==> src/rtl/load_extend_if.sv <==
// ---------------------------------------------------------------------------
// load_extend_if
//   Bundles the load-extend stream: the input beat (raw memory word plus
//   offset/size/signedness), the extended output beat and the saturating
//   misalignment counter.
//   master : producer of input beats / consumer of output beats
//   slave  : the load_extend_pipe block
// Signals
//   in_valid/in_ready      input handshake
//   in_data   [DATA_W]     raw memory word
//   in_offset [OFF_W]      byte offset within the word
//   in_size   [2]          0=byte 1=half 2=word 3=reserved (word)
//   in_unsigned            1=zero-extend 0=sign-extend
//   out_valid/out_ready    output handshake
//   out_data  [DATA_W]     extended result (0 when misaligned)
//   out_misalign           beat was misaligned
//   err_count [CNT_W]      saturating count of accepted misaligned beats
// ---------------------------------------------------------------------------
interface load_extend_if #(
  parameter int DATA_W = 32,
  parameter int CNT_W  = 8
);
  localparam int OFF_W = $clog2(DATA_W / 8);

  logic              in_valid;
  logic              in_ready;
  logic [DATA_W-1:0] in_data;
  logic [OFF_W-1:0]  in_offset;
  logic [1:0]        in_size;
  logic              in_unsigned;
  logic              out_valid;
  logic              out_ready;
  logic [DATA_W-1:0] out_data;
  logic              out_misalign;
  logic [CNT_W-1:0]  err_count;

  modport master (
    output in_valid, in_data, in_offset, in_size, in_unsigned, out_ready,
    input  in_ready, out_valid, out_data, out_misalign, err_count
  );

  modport slave (
    input  in_valid, in_data, in_offset, in_size, in_unsigned, out_ready,
    output in_ready, out_valid, out_data, out_misalign, err_count
  );
endinterface

==> src/rtl/load_extend_pipe.sv <==
// ---------------------------------------------------------------------------
// load_extend_pipe
//   Pipelined load extender between data memory and register writeback.
//   Extracts byte/half/word from the memory word at the given byte offset,
//   sign- or zero-extends it to DATA_W, and flags misaligned accesses
//   (result forced to 0). One output register plus a one-entry skid buffer
//   give 1-cycle latency and full throughput with a registered in_ready.
// Ports
//   clk   clock, rising edge
//   rst   asynchronous active-high reset
//   bus   load_extend_if.slave (input/output handshakes, err_count)
// ---------------------------------------------------------------------------
module load_extend_pipe #(
  parameter int DATA_W = 32,
  parameter int CNT_W  = 8
) (
  input  logic          clk,
  input  logic          rst,
  load_extend_if.slave  bus
);
  localparam int OFF_W = $clog2(DATA_W / 8);

  // Returns {misalign, extended_data} for one input beat.
  function automatic logic [DATA_W:0] extend_beat(
    input logic [DATA_W-1:0] data,
    input logic [OFF_W-1:0]  off,
    input logic [1:0]        size,
    input logic              uns
  );
    logic [7:0]        b;
    logic [15:0]       h;
    logic              mis;
    logic [DATA_W-1:0] res;
    b = data[{off, 3'b000} +: 8];
    // Half select ignores off[0]; alignment is checked separately.
    h = data[{off[OFF_W-1:1], 4'b0000} +: 16];
    case (size)
      2'd0: begin
        mis = 1'b0;
        res = uns ? {{(DATA_W-8){1'b0}}, b} : {{(DATA_W-8){b[7]}}, b};
      end
      2'd1: begin
        mis = off[0];
        res = uns ? {{(DATA_W-16){1'b0}}, h} : {{(DATA_W-16){h[15]}}, h};
      end
      default: begin
        // Word and reserved size: whole word, must be word-aligned.
        mis = (off != {OFF_W{1'b0}});
        res = data;
      end
    endcase
    if (mis) begin
      res = {DATA_W{1'b0}};
    end else begin
      res = res;
    end
    return {mis, res};
  endfunction

  logic [DATA_W:0]   w_beat;
  logic              w_in_fire;
  logic              w_out_free;

  logic              r_out_valid;
  logic [DATA_W-1:0] r_out_data;
  logic              r_out_mis;
  logic              r_skid_valid;
  logic [DATA_W-1:0] r_skid_data;
  logic              r_skid_mis;
  logic              r_in_ready;
  logic [CNT_W-1:0]  r_err_count;

  // Combinational extraction/extension of the incoming beat.
  always_comb begin
    w_beat     = extend_beat(bus.in_data, bus.in_offset, bus.in_size, bus.in_unsigned);
    w_in_fire  = bus.in_valid & r_in_ready;
    // Output register can take a new beat this cycle.
    w_out_free = ~r_out_valid | bus.out_ready;
  end

  // Output register and skid buffer; in_ready mirrors !skid_valid.
  always_ff @(posedge clk or posedge rst) begin
    if (rst) begin
      r_out_valid  <= 1'b0;
      r_out_data   <= {DATA_W{1'b0}};
      r_out_mis    <= 1'b0;
      r_skid_valid <= 1'b0;
      r_skid_data  <= {DATA_W{1'b0}};
      r_skid_mis   <= 1'b0;
      r_in_ready   <= 1'b1;
    end else begin
      if (w_out_free) begin
        // Skid holds the older beat, so it goes first. No input can fire
        // while skid is full because in_ready is low.
        if (r_skid_valid) begin
          r_out_valid  <= 1'b1;
          r_out_data   <= r_skid_data;
          r_out_mis    <= r_skid_mis;
          r_skid_valid <= 1'b0;
          r_in_ready   <= 1'b1;
        end else if (w_in_fire) begin
          r_out_valid  <= 1'b1;
          r_out_data   <= w_beat[DATA_W-1:0];
          r_out_mis    <= w_beat[DATA_W];
        end else begin
          r_out_valid  <= 1'b0;
        end
      end else begin
        // Output stalled: park the accepted beat in skid.
        if (w_in_fire) begin
          r_skid_valid <= 1'b1;
          r_skid_data  <= w_beat[DATA_W-1:0];
          r_skid_mis   <= w_beat[DATA_W];
          r_in_ready   <= 1'b0;
        end else begin
          r_skid_valid <= r_skid_valid;
        end
      end
    end
  end

  // Saturating count of accepted misaligned beats.
  always_ff @(posedge clk or posedge rst) begin
    if (rst) begin
      r_err_count <= {CNT_W{1'b0}};
    end else if (w_in_fire && w_beat[DATA_W] && (r_err_count != {CNT_W{1'b1}})) begin
      r_err_count <= r_err_count + {{(CNT_W-1){1'b0}}, 1'b1};
    end else begin
      r_err_count <= r_err_count;
    end
  end

  assign bus.in_ready     = r_in_ready;
  assign bus.out_valid    = r_out_valid;
  assign bus.out_data     = r_out_data;
  assign bus.out_misalign = r_out_mis;
  assign bus.err_count    = r_err_count;
endmodule
==> src/flat_wrapper.sv <==
// flat-port wrapper written by rule: the top's interface ports become plain ports
module load_extend_pipe_flat 
#(
  parameter int DATA_W = 32,
  parameter int CNT_W  = 8
)
  (clk, rst, bus_in_valid, bus_in_data, bus_in_offset, bus_in_size, bus_in_unsigned, bus_out_ready, bus_in_ready, bus_out_valid, bus_out_data, bus_out_misalign, bus_err_count);
  load_extend_if #(.DATA_W(DATA_W), .CNT_W(CNT_W)) bus_i ();
  input  logic clk;
  input  logic rst;
  input wire logic [$bits(bus_i.in_valid)-1:0] bus_in_valid;
  input wire logic [$bits(bus_i.in_data)-1:0] bus_in_data;
  input wire logic [$bits(bus_i.in_offset)-1:0] bus_in_offset;
  input wire logic [$bits(bus_i.in_size)-1:0] bus_in_size;
  input wire logic [$bits(bus_i.in_unsigned)-1:0] bus_in_unsigned;
  input wire logic [$bits(bus_i.out_ready)-1:0] bus_out_ready;
  output wire logic [$bits(bus_i.in_ready)-1:0] bus_in_ready;
  output wire logic [$bits(bus_i.out_valid)-1:0] bus_out_valid;
  output wire logic [$bits(bus_i.out_data)-1:0] bus_out_data;
  output wire logic [$bits(bus_i.out_misalign)-1:0] bus_out_misalign;
  output wire logic [$bits(bus_i.err_count)-1:0] bus_err_count;
  assign bus_i.in_valid = bus_in_valid;
  assign bus_i.in_data = bus_in_data;
  assign bus_i.in_offset = bus_in_offset;
  assign bus_i.in_size = bus_in_size;
  assign bus_i.in_unsigned = bus_in_unsigned;
  assign bus_i.out_ready = bus_out_ready;
  assign bus_in_ready = bus_i.in_ready;
  assign bus_out_valid = bus_i.out_valid;
  assign bus_out_data = bus_i.out_data;
  assign bus_out_misalign = bus_i.out_misalign;
  assign bus_err_count = bus_i.err_count;
  load_extend_pipe #(.DATA_W(DATA_W), .CNT_W(CNT_W)) u_core (.clk(clk), .rst(rst), .bus(bus_i));
endmodule
==> config.mk <==
export PLATFORM = sky130hd
export DESIGN_NAME = load_extend_pipe_flat
export DESIGN_NICKNAME = d
export VERILOG_FILES = /design/src/rtl/load_extend_if.sv /design/src/rtl/load_extend_pipe.sv /design/src/flat_wrapper.sv
export SDC_FILE = /design/constraint.sdc
export NUM_CORES = 1
export LEC_CHECK = 0
export ABC_CLOCK_PERIOD_IN_PS = 2400
export BUFFER_PORTS_ARGS = -buffer_cell sky130_fd_sc_hd__clkbuf_2
export CELL_PAD_IN_SITES_DETAIL_PLACEMENT = 1
export CELL_PAD_IN_SITES_GLOBAL_PLACEMENT = 1
export CORE_ASPECT_RATIO = 1.1
export CORE_MARGIN = 2
export CORE_UTILIZATION = 37
export DETAILED_ROUTE_END_ITERATION = 8
export PLACE_DENSITY_LB_ADDON = 0.3
export RECOVER_POWER = 50
export SYNTH_ARGS = -nofsm -noshare
export SYNTH_HDL_FRONTEND = slang
export SYNTH_SLANG_ARGS = --single-unit
==> constraint.sdc <==
create_clock -name clk -period 2.4 [get_ports clk]
set_input_delay 0.36 -clock clk [delete_from_list [all_inputs] [get_ports clk]]
set_output_delay 0.36 -clock clk [all_outputs]
set_load 0.02 [all_outputs]
==> metrics.md, run 1 <==
| Metric | Value |
|---|---|
| TritonCTS buffer count | 9 |
| First-pass GRT wire length | 19700 um |
| RSZ-0062 raised after global routing | no |
| Core Rows | 39 |
| Worst endpoint required time | 2590 ps |
| CTS Sinks | 77 |
| Worst setup EP type | register |
| CTS tree | yes |
| # diodes | 0 |
| Hold Startpoint | bus_in_valid |
| Placeable Area | 10200 um2 |
| CP Cell Sequence | clkbuf_2, mux2i_2, o21ai_0, o211ai_2, o22ai_1 |
| Number of global-route vias before repair | 3690 |
| Die ar. | 11200 um2 |
| Tmin final | 1920 ps |
| Power Density | 632 nW/um2 |
| DR vias/cell | 5.63 |
| GP Congestion | 0.848 |
| Hold Path End | u_core.bus.in_ready |
| Kind of cell adding the most delay to the critical path | compound AO/OA/AOI/OAI gates |
| Worst reg2reg path depth | 4 |
| CP Max Fanout | 16 |
| Overflow after GRT | 0 |
| R2r endpoint | u_core.r_skid_data[19] |
| DRC Markers | 0 |
| Slew margin rel. | -0.281 |
| CTS root buffer | clkbuf_16 |
| I/O pin count | 84 |
| CTS max path bufs | 2 |
| Fin. max-slew vios | 78 |
| Post-route antenna net violation count | 0 |
| Antenna violations before repair | 0 |
| 1st-pass router iterations | 4 |
| Worst Path Arrival | 2100 ps |
| Final setup violating endpoints | 0 |
| Peak supply drop | 0.000349 V |
| Seq cells post-synth | 77 |
| Crit Path Class | in2reg |
| Slowest stage delay, CP | 710 ps |
| Worst Clk Skew | 10.3 ps |
| Dominant synthesized flop cell | dfrtp_1 |
| Initial Utilization | 0.375 |
| Post-Route Setup TNS | 0 ps |
| Fin crit share | 0.798 |
| F_max | 522 MHz |
| Yosys cell types | 48 |
| Worst Hold Class | in2reg |
| Hold WS | 218 ps |
| Reg2Reg Launch Point | u_core.bus.in_ready |
| Iteration-0 DRC Markers | 189 |
| Worst-path clk slew | 60 ps |
| Failing checks | max-capacitance violations, max-slew violations |
| CP max stage cell | o211ai_2 |
| Post-CTS resize count | 0 |
| Synth Cell Area | 3840 um2 |
| I/O Buffers | 83 |
| Hpwl dp | 8500 um |
| Util after Layout | 0.454 |
| Final hold vios | 0 |
| WL per Instance | 19.2 um |
| Sequential area share after synthesis | 0.502 |
| Post-synthesis async set-or-reset flop share | 1.00 |
| Layout cells sized above 1 | 0.216 |
| Worst R2R Setup Slack | 550 ps |
| H-tree depth | 3 |
| Cells after Synth | 423 |
| Nets | 542 |
| Hold Crit Depth | 2 |
| Yosys warnings | 0 |
| Final wirelength | 12100 um |
| Lkg Pwr | 2.22 nW |
| Synthesized area per cell | 9.07 um2 |
| Vias | 3536 |
| Actual slew at the worst max-slew pin | 1920 ps |
| Post-CTS Hold Buffers | 0 |
| Die height | 111 um |
| Largest net degree at the start of global routing | 78 |
| Synthesis-to-layout area growth | 21.2% |
| Number of synthesized flops with an enable pin | 0 |
| Die X | 101 um |
| Syn_nets | 465 |
| Worst Setup Start Kind | primary input |
| Setup Fix Bufs, Post-CTS | 0 |
| Clk Latency, worst-skew pair | 340 ps |
| Worst path bufs/invs | 1 |
| Status | complete, but fails checks |
| Max Cap Viol | 1 |
| Total GRT Usage | 0.227 |
cells by family after synthesis:
kind of cell             count (synthesis)  share of synthesized area
XOR/XNOR                                 6                     0.0137
AND/OR/NAND/NOR                        155                      0.187
adder cells (fa/ha/maj)                  1                    0.00326
flip-flops                              77                      0.502
buffers and inverters                   33                     0.0407
AO/OA/AOI/OAI                          139                      0.218
multiplexers                            12                     0.0342
placed cells by master, fill, tap and decap left out, types with 4 or more instances in the layout:
cell	Yosys	routed
mux2i_1	5	5
o22ai_1	25	25
buf_4	2	9
nor2b_1	9	9
a21oi_1	40	40
clkbuf_1	20	18
dfrtp_1	76	76
clkbuf_16	0	9
mux2_2	6	6
nand2_1	52	52
o21ai_1	8	7
nor3_1	6	6
nand3b_1	7	7
clkbuf_2	0	66
inv_1	4	4
o21ai_0	42	42
and2_1	4	4
and3_1	4	4
o221ai_1	8	8
nand2b_1	8	8
nor2_1	51	50
worst max path at each step:
stage	startpoint	endpoint	slack [ps]	depth (start not counted)
after floorplan	rst	u_core.bus.err_count[0]	70	1
after global placement	bus_in_offset[1]	u_core.bus.out_data[17]	260	5
after detailed placement	bus_in_offset[1]	u_core.bus.out_data[18]	150	5
after CTS	bus_in_offset[1]	u_core.bus.out_data[17]	500	5
after global routing	rst	u_core.bus.out_data[0]	190	3
final	bus_in_offset[1]	u_core.bus.out_data[17]	480	5
final cells by class:
type	instances	area (um2)
clock buffers	9	225
clock inverters	7	80.1
fillers	1248	5600
inverters	5	18.8
multi-input cells	313	1760
flip-flops and latches	77	1930
well taps	123	154
repair buffers	94	485
per-layer routing:
metal	wire length (um)	up-vias	track usage
met2	6000	86	0.360
met3	501	25	0.0404
met4	390	0	0.0892
met5	0	-	0
met1	5190	1766	0.305
li1	-	1659	-
report_power, final:
part           internal (mW)  switching [mW]  total (mW)
registers               1.30               0        1.30
clock network          0.822           0.590        1.41
logic                 0.0779           0.152       0.230
total                   2.20           0.742        2.94
sequential cells by signal, summed over array words and instances, names as in the netlist:
signal                   count
u_core.bus.in_ready          1
u_core.r_skid_valid          1
u_core.bus.err_count         8
u_core.r_skid_mis            1
u_core.bus.out_valid         1
u_core.bus.out_misalign      1
u_core.r_skid_data          32
u_core.bus.out_data         32
cell usage after synthesis, drive strengths merged (2+ instances only):
cell    instances  area, um2
a211oi          3       22.5
a21oi          40        200
and2            5       31.3
and3            4       25.0
buf             8       62.6
clkbuf         20       75.1
dfrtp          76       1900
inv             4       15.0
mux2            6       67.6
mux2i           6       63.8
nand2          52        195
nand2b          8       50.1
nand3           3       15.0
nand3b          7       52.6
nand4           3       18.8
nor2           51        191
nor2b           9       56.3
nor3            6       30.0
nor4            2       12.5
o211ai          2       25.0
o21a            2       15.0
o21ai          51        259
o221ai          9       96.4
o22ai          26        169
or3             2       12.5
or3b            2       17.5
xnor2           3       26.3
xor2            3       26.3
stage by stage:
step                setup WS (ps)  std cells  power, mW  area [um2]
finish                        484        628       2.94        4650
global placement              261        612       1.55        4380
global route                  189        628       3.05        4650
CTS                           496        628       2.98        4690
detailed placement            149        612       1.55        4380
floorplan                    75.0        423       1.46        3840
Power figures use the tool's default switching activity.
==> run 2, diff against run 1 <==
- ABC_AREA: not set -> 1
- ABC_CLOCK_PERIOD_IN_PS: 2400 -> 1800
- CORE_UTILIZATION: 37 -> 40
- clock period: 2.4 -> 1.8 ns (I/O delays scaled with it)
==> metrics.md, run 2 <==
| Metric | Value |
|---|---|
| Power Density | 1410 nW/um2 |
| Worst endpoint required time | 2040 ps |
| Filler instances | 1289 |
| DP Area | 4700 um2 |
| Worst Path Arrival | 1750 ps |
| Most common cell in the netlist | nand2_1 |
| Post-synthesis async set-or-reset flop share | 1.00 |
| Number of synthesized flops with an enable pin | 0 |
| First-pass GRT wire length | 19700 um |
| Crit Path Class | reg2reg |
| Slew margin rel. | 0.277 |
| Peak supply drop | 0.000504 V |
| Post-route antenna net violation count | 0 |
| Worst Clk Skew | 7.16 ps |
| Synth Cell Area | 4110 um2 |
| Synthesized area per cell | 7.48 um2 |
| Worst setup EP type | register |
| WL per Instance | 15.7 um |
| Dominant synthesized flop cell | dfrtp_1 |
| Dpl ws | 101 ps |
| Final hold vios | 0 |
| Total GRT Usage | 0.229 |
| CP Max Fanout | 45 |
| Post-CTS Hold Buffers | 0 |
| Yosys warnings | 0 |
| Initial Utilization | 0.413 |
| Synthesis-to-layout area growth | 18.3% |
| RSZ-0062 raised after global routing | no |
| Post-route cell area | 4860 um2 |
| GP Congestion | 0.855 |
| CTS root buffer | clkbuf_8 |
| Leading cell type in the layout, fill and taps excluded | nand2_1 |
| Post-Place Cells | 739 |
| Top cells by area, synth | dfrtp_1 46%, nand2_1 21%, nor2_1 5.5%, o21ai_0 3.7%, nand3_2 2.4% |
| Cells after Synth | 549 |
| Vias | 3844 |
| Fin. max-slew vios | 0 |
| Worst-path clk slew | 80 ps |
| Max Cap Viol | 0 |
| TritonCTS buffer count | 9 |
| Clk Latency, worst-skew pair | 360 ps |
| I/O Buffers | 83 |
| Worst Setup Start Kind | register |
| Iteration-0 DRC Markers | 157 |
| Final setup violating endpoints | 0 |
| Placeable Area | 9940 um2 |
| Layout Cells excl Fill | 754 |
| Number of global-route vias before repair | 3978 |
| Actual slew at the worst max-slew pin | 1080 ps |
| Hpwl dp | 8610 um |
| # diodes | 0 |
| Tmin final | 1510 ps |
| Area share of the largest cell type after synthesis | 0.463 |
| Die ar. | 11100 um2 |
| 1st-pass router iterations | 4 |
| Final worst slack | 289 ps |
| Commonest cells post-synth | 228 x nand2_1, 76 x dfrtp_1, 60 x nor2_1 |
| Final wirelength | 11800 um |
| Antenna violations before repair | 0 |
| Nets | 672 |
| Lkg Pwr | 2.70 nW |
| Most frequent cells in the layout | 227 x nand2_1, 76 x dfrtp_1, 62 x clkbuf_2 |
| Syn_nets | 591 |
| I/O pin count | 84 |
| Hold WS | 252 ps |
| Seq cells post-synth | 77 |
| CTS max path bufs | 2 |
| Largest net degree at the start of global routing | 78 |
| Yosys cell types | 32 |
| DRC Markers | 0 |
| Layout cells sized above 1 | 0.213 |
| Overflow after GRT | 0 |
| H-tree depth | 3 |
| Status | complete, no violations |
| Area leader, netlist | dfrtp_1 |
| Util after Layout | 0.489 |
| Post-Route Setup TNS | 0 ps |
| DR vias/cell | 5.10 |
| F_max | 662 MHz |
| Power Total | 6.86 mW |
| Die X | 101 um |
| Fin crit share | 0.839 |
| Core Rows | 38 |
| Sequential area share after synthesis | 0.470 |
| Worst Hold Class | in2reg |
| CTS Sinks | 77 |
| CTS tree | yes |
| Die height | 110 um |
## run 2: cell types whose count changed in the layout (fill, tap and decap cells not counted), sizes merged, moves of 9 or more
| cell | previous run | this run |
|---|---|---|
| a21oi | 40 | 5 |
| inv | 8 | 22 |
| nand2 | 52 | 233 |
| nand3 | 3 | 28 |
| nor2 | 51 | 64 |
| nor2b | 9 | 0 |
| o21ai | 51 | 41 |
| o221ai | 9 | 0 |
| o22ai | 26 | 0 |
| or2 | 0 | 16 |
## run 2: worst max-delay path, stage by stage (launching register included)
cell and delay [ps]:
dfstp_2 550, nand2_1 120, nor2_1 180, inv_2 150
buf_12 210, nand2_1 80, o21ai_0 80
## run 2: area by class of cell
| cell class | count | area [um2] | share of cell area |
|---|---|---|---|
| Multi-Input combinational cell | 420 | 1970 | 0.406 |
| Clock inverter | 3 | 46.3 | 0.00953 |
| Sequential cell | 77 | 1930 | 0.397 |
| Inverter | 24 | 93.8 | 0.0193 |
| Timing Repair Buffer | 98 | 523 | 0.108 |
| Clock buffer | 12 | 145 | 0.0299 |
| Tap cell | 120 | 150 | 0.0309 |
## run 2: what timing repair did
action,in CTS,in global routing
endpoints found under the setup margin,0,7
buffers inserted,0,0
gates resized for setup,0,2
## run 2: where the power goes
group | switching, mW | total, mW | internal [mW]
combinational | 1.72 | 2.59 | 0.868
clock | 0.662 | 1.34 | 0.675
sequential | 0.452 | 2.94 | 2.48
## run 2: routing by layer
| layer | vias to the layer above | share of wire | track usage |
|---|---|---|---|
| met3 | 22 | 0.029 | 0.0397 |
| met2 | 70 | 0.50 | 0.402 |
| met1 | 1861 | 0.44 | 0.277 |
| met5 | - | 0 | 0 |
| met4 | 0 | 0.031 | 0.0969 |
| li1 | 1891 | - | - |
## run 2: cell families after synthesis
family / Yosys count / share of synthesized area
xor+xnor: 7 / 0.0149
compound gates: 69 / 0.103
fa+ha+maj: 1 / 0.00305
flops: 77 / 0.470
simple gates: 343 / 0.357
buf+inv: 52 / 0.0524
## run 2: final timing paths
path	startpoint	end	slack, ps	cells past startpoint
setup reg to reg	u_core.bus.in_ready	u_core.r_skid_data[12]	290	6
hold reg to reg	u_core.bus.out_data[19]	u_core.bus.out_data[19]	480	2
setup / recovery	u_core.bus.in_ready	u_core.r_skid_data[12]	290	6
min in group asynchronous	rst	u_core.bus.out_data[24]	290	3
hold / removal	bus_out_ready	u_core.r_skid_valid	250	4
max in group asynchronous	rst	u_core.r_skid_data[1]	830	3
==> run 3, diff against run 2 <==
- ABC_CLOCK_PERIOD_IN_PS: 1800 -> 1440
- clock period: 1.8 -> 1.44 ns (I/O delays scaled with it)
==> metrics.md, run 3 (synthesis results as in run 2) <==
| Metric | Value |
|---|---|
| Routing usage on met3 | 0.0315 |
| Number of global-route vias before repair | 4338 |
| Die height | 110 um |
| CTS root buffer | clkbuf_8 |
| Crit Path Class | reg2reg |
| Largest net degree at the start of global routing | 78 |
| Layout cells sized above 1 | 0.257 |
| Gr busiest metal | met2 |
| Actual slew at the worst max-slew pin | 710 ps |
| Worst setup EP type | register |
| Worst Clk Skew | 9.64 ps |
| I/O pin count | 84 |
| Overflow after GRT | 0 |
| Power Density | 1760 nW/um2 |
| Peak supply drop | 0.000769 V |
| 1st-pass router iterations | 4 |
| CTS max path bufs | 2 |
| Die X | 101 um |
| Initial Utilization | 0.413 |
| Hold Startpoint | bus_in_valid |
| H-tree depth | 3 |
| Final hold vios | 0 |
| Status | complete, no violations |
| Slowest stage delay, CP | 570 ps |
| Placeable Area | 9940 um2 |
| Crit path launch | u_core.bus.in_ready |
| # diodes | 0 |
| Antenna violations before repair | 0 |
| Iteration-0 DRC Markers | 181 |
| DR vias/cell | 5.17 |
| CP max stage cell | dfstp_2 |
| Hpwl dp | 9230 um |
| Die ar. | 11100 um2 |
| Worst-path clk slew | 80 ps |
| Most frequent CP cell | nand2_4 |
| Tmin final | 1380 ps |
| Reg2Reg Launch Point | u_core.bus.in_ready |
| Leading cell type in the layout, fill and taps excluded | nand2_1 |
| I/O Buffers | 83 |
| Lkg Pwr | 2.84 nW |
| Nets | 691 |
| Slew margin rel. | 0.527 |
| CTS Sinks | 77 |
| Synthesis-to-layout area growth | 25.3% |
| First-pass GRT wire length | 21100 um |
| F_max | 722 MHz |
| Fin. max-slew vios | 0 |
| CP Cell Sequence | nand2_4, nor2_2, nand2_4, inv_4, nand2_1, xnor2_2 |
| Kind of cell adding the most delay to the critical path | flip-flops |
| Most frequent cells in the layout | 224 x nand2_1, 76 x dfrtp_1, 64 x clkbuf_2 |
| Final wirelength | 12600 um |
| Final setup violating endpoints | 0 |
| Total GRT Usage | 0.246 |
| Clk Latency, worst-skew pair | 370 ps |
| GP Congestion | 0.873 |
| Vias | 4004 |
| DRC Markers | 0 |
| Core Rows | 38 |
| Worst path bufs/invs | 1 |
| Power Total | 9.04 mW |
| Met1 usage | 0.303 |
| Worst Setup Start Kind | register |
| Filler instances | 1288 |
| Worst Hold Class | in2reg |
| Post-route antenna net violation count | 0 |
| Worst Path Arrival | 1640 ps |
| Worst endpoint required time | 1690 ps |
| WL per Instance | 16.3 um |
| CTS tree | yes |
| FF+latch area | 1930 um2 |
| Area of the multi-input gates | 2050 um2 |
| GRT met2 Usage | 0.434 |
| TritonCTS buffer count | 9 |
| Fin crit share | 0.962 |
| Max Cap Viol | 0 |
| CP Max Fanout | 6 |
| Util after Layout | 0.518 |
## run 3: cell count changes in the layout (fill, tap and decap cells not counted), moves of 3 or more
cell / before / now
nand2_1: 227 / 224
buf_4: 11 / 27
nand2_4: 2 / 5
o21ai_1: 10 / 13
clkbuf_1: 24 / 20
o21ai_0: 30 / 27
## run 3: timing repair
item	CTS	global route
setup endpoints to repair	17	49
pin swaps	1	3
setup buffers	4	1
hold buffers	1	0
resized for setup	5	20
hold endpoints to repair	76	0
cloned	1	0
## run 3: where the power goes
| part | total (mW) | internal, mW | leakage [nW] | switching, mW |
|---|---|---|---|---|
| clock network | 1.67 | 0.798 | 0.0923 | 0.873 |
| registers | 3.70 | 3.11 | 1.01 | 0.597 |
| logic | 3.67 | 1.35 | 1.73 | 2.32 |
| total | 9.04 | 5.26 | 2.84 | 3.79 |
## run 3: final timing paths
check,depth (start not counted),slack [ps],to
hold reg to reg,2,480,u_core.bus.out_data[18]
setup reg to reg,6,60,u_core.bus.err_count[6]
max in group asynchronous,4,330,u_core.bus.out_data[29]
min in group asynchronous,4,630,u_core.bus.out_data[22]
hold / removal,3,180,u_core.r_skid_valid
setup / recovery,6,60,u_core.bus.err_count[6]
## run 3: cell type report
class | count | area share
inverters | 24 | 0.0192
flip-flops and latches | 77 | 0.375
clock buffers | 10 | 0.0248
repair buffers | 117 | 0.141
clock inverters | 6 | 0.0124
well taps | 120 | 0.0292
multi-input cells | 420 | 0.399
## run 3: metal layers
layer	wire, um	part of all wire
met5	0	0
met4	321	0.025
met3	387	0.031
met2	6460	0.51
met1	5480	0.43
## run 3: stage by stage
stage | setup WS, ps | area, um2 | setup TNS, ps | std cells | hold WS (ps)
finish | 55.2 | 5140 | 0 | 774 | 185
global route | -0.0706 | 5140 | -0.0706 | 774 | 209
CTS | 10.3 | 5100 | 0 | 773 | 161
detailed placement | -120 | 4820 | -2180 | 751 | 360
global placement | -89.4 | 4820 | -578 | 751 | 355
floorplan | -9.53 | 4140 | -120 | 549 | 430
## run 3: worst min-delay path, delay by kind of cell
kind / cells / cell delay, ps
and+or+nand+nor: 1 / 120
buffers and inverters: 1 / 100
AOI/OAI and AO/OA: 1 / 70
